`config.mk`:
```
export PLATFORM = sky130hd
export DESIGN_NAME = ahb_manager_seq
export DESIGN_NICKNAME = d
export VERILOG_FILES = /design/src/rtl/ahb_manager_seq.sv
export SDC_FILE = /design/constraint.sdc
export NUM_CORES = 1
export LEC_CHECK = 0
export ABC_AREA = 1
export CAP_MARGIN = 20
export CELL_PAD_IN_SITES_DETAIL_PLACEMENT = 0
export CELL_PAD_IN_SITES_GLOBAL_PLACEMENT = 1
export CORE_MARGIN = 8
export CORE_UTILIZATION = 31
export CTS_BUF_LIST = sky130_fd_sc_hd__clkbuf_4 sky130_fd_sc_hd__clkbuf_8
export CTS_CLUSTER_DIAMETER = 60
export CTS_CLUSTER_SIZE = 12
export DETAILED_ROUTE_END_ITERATION = 7
export PLACE_DENSITY = 0.84
export SYNTH_ARGS = -nofsm -noshare
export SYNTH_HDL_FRONTEND = slang
export SYNTH_SLANG_ARGS = --single-unit
```
`constraint.sdc`:
```
create_clock -name i_hclk -period 1.9 [get_ports i_hclk]
set_input_delay 0.38 -clock i_hclk [delete_from_list [all_inputs] [get_ports i_hclk]]
set_output_delay 0.38 -clock i_hclk [all_outputs]
set_load 0.05 [all_outputs]
```
`src/rtl/ahb_manager_seq.sv`:
```
// ahb_manager_seq: block-transfer command sequencer that drives the user
// interface of ahb_manager. One command (addr/len/size/dir/wrap) is expanded
// into beats; write data comes from a valid/ready stream and read data is
// returned as an address-tagged stream with a last marker.
module ahb_manager_seq #(
  parameter int DATA_WDT = 32
) (
  input  logic                i_hclk,
  input  logic                i_hreset_n,
  // command
  input  logic                i_cmd_valid,
  output logic                o_cmd_ready,
  input  logic                i_cmd_wr,
  input  logic [31:0]         i_cmd_addr,
  input  logic [15:0]         i_cmd_len,
  input  logic [2:0]          i_cmd_size,
  input  logic                i_cmd_wrap,
  // write-data stream
  input  logic                i_wdata_valid,
  output logic                o_wdata_ready,
  input  logic [DATA_WDT-1:0] i_wdata,
  // read-data stream (no backpressure)
  output logic                o_rdata_valid,
  output logic [DATA_WDT-1:0] o_rdata,
  output logic [31:0]         o_rdata_addr,
  output logic                o_rdata_last,
  // status
  output logic                o_busy,
  output logic                o_done,
  output logic                o_done_err,
  // manager user interface
  output logic                o_mgr_idle,
  output logic                o_mgr_wr,
  output logic                o_mgr_rd,
  output logic                o_mgr_first_xfer,
  output logic                o_mgr_wrap,
  output logic [31:0]         o_mgr_addr,
  output logic [2:0]          o_mgr_size,
  output logic [15:0]         o_mgr_min_len,
  output logic [DATA_WDT-1:0] o_mgr_wr_data,
  input  logic                i_mgr_stall,
  input  logic                i_mgr_err,
  input  logic [DATA_WDT-1:0] i_mgr_rd_data,
  input  logic [31:0]         i_mgr_rd_data_addr,
  input  logic                i_mgr_rd_data_dav
);

  typedef enum logic [1:0] {S_IDLE, S_ISSUE, S_DRAIN, S_DONE} state_t;

  state_t r_state, w_state_next;

  logic                r_wr;
  logic [31:0]         r_addr;
  logic [15:0]         r_len;
  logic [2:0]          r_size;
  logic                r_wrap;
  logic [16:0]         r_iss_ctr;
  logic [16:0]         r_ret_ctr;
  logic                r_first_pend;
  logic                r_err;
  logic                r_rdata_valid;
  logic [DATA_WDT-1:0] r_rdata;
  logic [31:0]         r_rdata_addr;
  logic                r_rdata_last;

  logic w_in_issue, w_active, w_accept, w_abort;
  logic w_present, w_fire, w_dav, w_last_fire, w_last_ret;

  // Beat presentation / fire / return qualifiers.
  always_comb begin
    w_in_issue  = (r_state == S_ISSUE);
    w_active    = (r_state == S_ISSUE) || (r_state == S_DRAIN);
    w_accept    = (r_state == S_IDLE) && i_cmd_valid;
    w_abort     = w_active && i_mgr_err;
    // A read beat is always presented; a write beat needs stream data.
    w_present   = w_in_issue && (!r_wr || i_wdata_valid);
    w_fire      = w_present && !i_mgr_stall;
    // Returns that coincide with an abort are dropped with the rest.
    w_dav       = w_active && i_mgr_rd_data_dav && !i_mgr_err;
    w_last_fire = w_fire && (r_iss_ctr == 17'd1);
    w_last_ret  = w_dav && (r_ret_ctr == 17'd1);
  end

  // State register.
  always_ff @(posedge i_hclk or negedge i_hreset_n) begin
    if (!i_hreset_n) r_state <= S_IDLE;
    else             r_state <= w_state_next;
  end

  // Next-state logic.
  always_comb begin
    w_state_next = r_state;
    case (r_state)
      S_IDLE:  if (i_cmd_valid) w_state_next = (i_cmd_len != 16'd0) ? S_ISSUE : S_DONE;
      S_ISSUE: begin
        if (i_mgr_err)        w_state_next = S_DONE;
        else if (w_last_fire) w_state_next = r_wr ? S_DONE : S_DRAIN;
      end
      S_DRAIN: begin
        if (i_mgr_err || w_last_ret || (r_ret_ctr == 17'd0)) w_state_next = S_DONE;
      end
      S_DONE:  w_state_next = S_IDLE;
      default: w_state_next = S_IDLE;
    endcase
  end

  // Manager handshake drive: idle by default, beat while presented, and
  // BUSY (all low) for a write gap once the burst has started.
  always_comb begin
    o_mgr_idle       = 1'b1;
    o_mgr_rd         = 1'b0;
    o_mgr_wr         = 1'b0;
    o_mgr_first_xfer = 1'b1;
    if (w_in_issue) begin
      if (w_present) begin
        o_mgr_idle       = 1'b0;
        o_mgr_rd         = !r_wr;
        o_mgr_wr         = r_wr;
        o_mgr_first_xfer = r_first_pend;
      end else if (!r_first_pend) begin
        o_mgr_idle       = 1'b0;
        o_mgr_first_xfer = 1'b0;
      end
    end
  end

  // Command capture, issue/return counters and abort flag.
  always_ff @(posedge i_hclk or negedge i_hreset_n) begin
    if (!i_hreset_n) begin
      r_wr         <= 1'b0;
      r_addr       <= '0;
      r_len        <= '0;
      r_size       <= '0;
      r_wrap       <= 1'b0;
      r_iss_ctr    <= '0;
      r_ret_ctr    <= '0;
      r_first_pend <= 1'b0;
      r_err        <= 1'b0;
    end else if (w_accept) begin
      r_wr         <= i_cmd_wr;
      r_addr       <= i_cmd_addr;
      r_len        <= i_cmd_len;
      r_size       <= i_cmd_size;
      r_wrap       <= i_cmd_wrap;
      r_iss_ctr    <= {1'b0, i_cmd_len};
      r_ret_ctr    <= {1'b0, i_cmd_len};
      r_first_pend <= 1'b1;
      r_err        <= 1'b0;
    end else if (w_abort || (r_state == S_DONE)) begin
      // Outstanding work is discarded on abort or completion.
      r_iss_ctr    <= '0;
      r_ret_ctr    <= '0;
      r_first_pend <= 1'b0;
      if (w_abort) r_err <= 1'b1;
    end else begin
      if (w_fire) begin
        r_iss_ctr    <= r_iss_ctr - 17'd1;
        r_first_pend <= 1'b0;
      end
      if (w_dav) r_ret_ctr <= r_ret_ctr - 17'd1;
    end
  end

  // Registered read-data forwarding.
  always_ff @(posedge i_hclk or negedge i_hreset_n) begin
    if (!i_hreset_n) begin
      r_rdata_valid <= 1'b0;
      r_rdata       <= '0;
      r_rdata_addr  <= '0;
      r_rdata_last  <= 1'b0;
    end else begin
      r_rdata_valid <= w_dav;
      r_rdata_last  <= w_last_ret;
      if (w_dav) begin
        r_rdata      <= i_mgr_rd_data;
        r_rdata_addr <= i_mgr_rd_data_addr;
      end
    end
  end

  assign o_cmd_ready   = (r_state == S_IDLE);
  assign o_busy        = (r_state != S_IDLE);
  assign o_done        = (r_state == S_DONE);
  assign o_done_err    = (r_state == S_DONE) && r_err;
  assign o_wdata_ready = w_in_issue && r_wr && !i_mgr_stall;
  assign o_mgr_wr_data = (w_in_issue && r_wr) ? i_wdata : '0;
  assign o_mgr_addr    = r_addr;
  assign o_mgr_size    = r_size;
  assign o_mgr_min_len = r_len;
  assign o_mgr_wrap    = r_wrap;
  assign o_rdata_valid = r_rdata_valid;
  assign o_rdata       = r_rdata;
  assign o_rdata_addr  = r_rdata_addr;
  assign o_rdata_last  = r_rdata_last;

endmodule
```
==> results.ini <==
[timing]
fin_ws_ps=-220
fmax_mhz=472
worstMarginPinSlew_ps=509
rsz0062_at_grt=yes
fin_tns_setup_ps=-8580
drv_slew=0
relSlewSlack=0.662
fin_skew_ps=19.6
finalCritPeriodShare=1.12
layout_min_cycle_time_ps=2120
holdWs_ps=410
hold_viol=0
setup_viol=74

[clock_network]
root_buffer=clkbuf_8
clk_pin_slew_worst_paths_ps=110
cts_tree=yes
cts_buffers=17
clockBufferDepth=2
htree_levels=4
clk_latency_ps=470
cts_num_sinks=157

[final_layout]
fin_cells=1660
diodes=0
area_growth_pct=68.7
drive_gt1_frac=0.238
finalNetCount=1493

[global_routing]
track_usage=0.183
grt_max_degree=65
grt_pass1_wl_um=41000
grt_pass1_vias=7214
overflow=0
antenna_found_initial=0

[power]
vdd_drop_max_uv=1040
p_per_area_nw_per_um2=1920
fin_total_pwr_mw=24.0
p_leak_nw=6.35

[yosys]
ys_ff_latch=157
synth_edf_count=0
synth_area_per_cell_um2=7.64
synth_ff_type=dfrtp_1
synth_area_um2=7420
synth_area_leader_cell=dfrtp_1
yosysSeqAreaShare=0.530
synthArstFlopShare=1.00
syn_nets=1136
yosysWarningCount=0
syn_inst=971
synth_cell_type_count=32
yosys-top-cells-count=438 x nand2_1, 157 x dfrtp_1, 98 x nor2_1
synth_top_area_frac=0.530
yosys-top-cells-area=dfrtp_1 53%, nand2_1 22%, nor2_1 5.0%
synth.most_common_cell=nand2_1

[route]
ant_nets=0
routed_wl_um=27700
vias_per_cell=4.50
wl_per_cell_um=16.7
vias=7466
drtIter0Drc=419
dr.pass1.iters=5
drc_errors=0

[setup_path]
worstPathArrival_ps=1740
worstSetupPathType=reg -> out
r2r_start=r_state[0]$_DFFE_PN0P_
reg2reg_depth=11
r2r_slack_ps=-170
crit_required_ps=1520
end_kind=primary output
rr_endpoint=r_ret_ctr[8]$_DFFE_PN0P_
start_kind=flop
path_max_fanout=7

[place]
portBuffers=314
routabilityCongestion=0.856
hpwlAfterDp_um=20800
dp.cells=1605

[die]
die_x_um=171
die_area_um2=29100
coreArea_um2=23500
pin_count=315
rows=56
start_util=0.316
die_h_um=171

[outcome]
status=finished, violations left
violations=negative setup slack

[worst_hold_path]
hp-class=in -> async

[flow_run]
drv_cap=0

[state kept, by name (all words and copies together), names as in the netlist]
name / cells
o_rdata_addr: 32
r_iss_ctr: 17
o_rdata: 32
r_first_pend: 1
o_rdata_valid: 1
o_mgr_wrap: 1
r_err: 1
o_mgr_addr: 32
r_wr: 1
r_state: 2
o_mgr_min_len: 16
r_ret_ctr: 17
o_rdata_last: 1
o_mgr_size: 3
[power breakdown]
| group | internal (mW) | switching [mW] | leakage (nW) |
|---|---|---|---|
| clock network | 1.27 | 1.58 | 0.224 |
| registers | 4.88 | 1.01 | 1.97 |
| logic | 5.33 | 9.96 | 4.16 |
[metrics by stage]
stage	setup slack (ps)	area (µm²)	util
floorplan	-185	7420	-
global placement	-11.8	11300	0.481
detailed placement	-50.0	11300	0.481
CTS	-286	12100	0.516
global route	-310	12500	0.533
finish	-220	12500	0.533
[worst max-delay path by stage]
stage / startpoint / end / slack, ps / depth (start not counted)
after floorplan: r_state[1]$_DFFE_PN0P_ / o_mgr_wr_data[10] / -190 / 5
after global placement: i_mgr_err / r_ret_ctr[11]$_DFFE_PN0P_ / -10 / 9
after detailed placement: i_mgr_err / r_iss_ctr[6]$_DFFE_PN0P_ / -50 / 8
after CTS: r_state[1]$_DFFE_PN0P_ / o_mgr_wr_data[13] / -290 / 6
after global routing: r_state[1]$_DFFE_PN0P_ / o_mgr_wr_data[13] / -310 / 6
final: r_state[1]$_DFFE_PN0P_ / o_mgr_wr_data[23] / -220 / 7
[worst max-delay path, stage by stage (launching register included)]
cell	delay [ps]
dfrtp_1	410
inv_2	80
ha_4	140
nand2_4	80
buf_12	160
buf_6	140
nor2_4	110
buf_12	140
[per-layer routing]
layer  share of wire  wire, µm  global-route usage
met5               0         0                   0
met4           0.021       568              0.0618
met3           0.087      2400              0.0671
met2            0.49     13600               0.300
met1            0.40     11200               0.220
[layout make-up]
class                           count  area, µm²
Clock buffer                       17        234
Clock inverter                     15        223
Fill cell                        2193      11000
Inverter                           96        383
Multi-Input combinational cell    683       3340
Sequential cell                   157       3930
Tap cell                          319        399
Timing Repair Buffer              372       4000
Timing Repair inverter              1       8.76
[placed cells by master, fill, tap and decap left out, drive strengths merged, types with 21 or more instances in the layout]
| cell type | n |
|---|---|
| inv | 101 |
| nand2 | 442 |
| dfrtp | 157 |
| nand3 | 50 |
| o21ai | 35 |
| clkdlybuf4s50 | 154 |
| buf | 190 |
| clkbuf | 21 |
| nor2 | 106 |
| dlygate4sd2 | 22 |
[cell families (layout without fill, tap and decap cells)]
family          Yosys count  in the layout  share of synthesized area
xor+xnor                  1              1                    0.00118
flops                   157            157                      0.530
buf+inv                 132            501                     0.0786
compound gates           62             62                     0.0452
fa+ha+maj                 9              9                     0.0152
simple gates            610            611                      0.330
[timing repair]
item / CTS / global route
endpoints found under the hold margin: 40 / 0
hold buffers: 1 / 0
setup endpoints to repair: 65 / 79
resized for setup: 104 / 81
pin swaps: 3 / 17
cloned: 2 / 6
buffers inserted: 3 / 12
No activity file was read; power rests on OpenSTA's default activity.
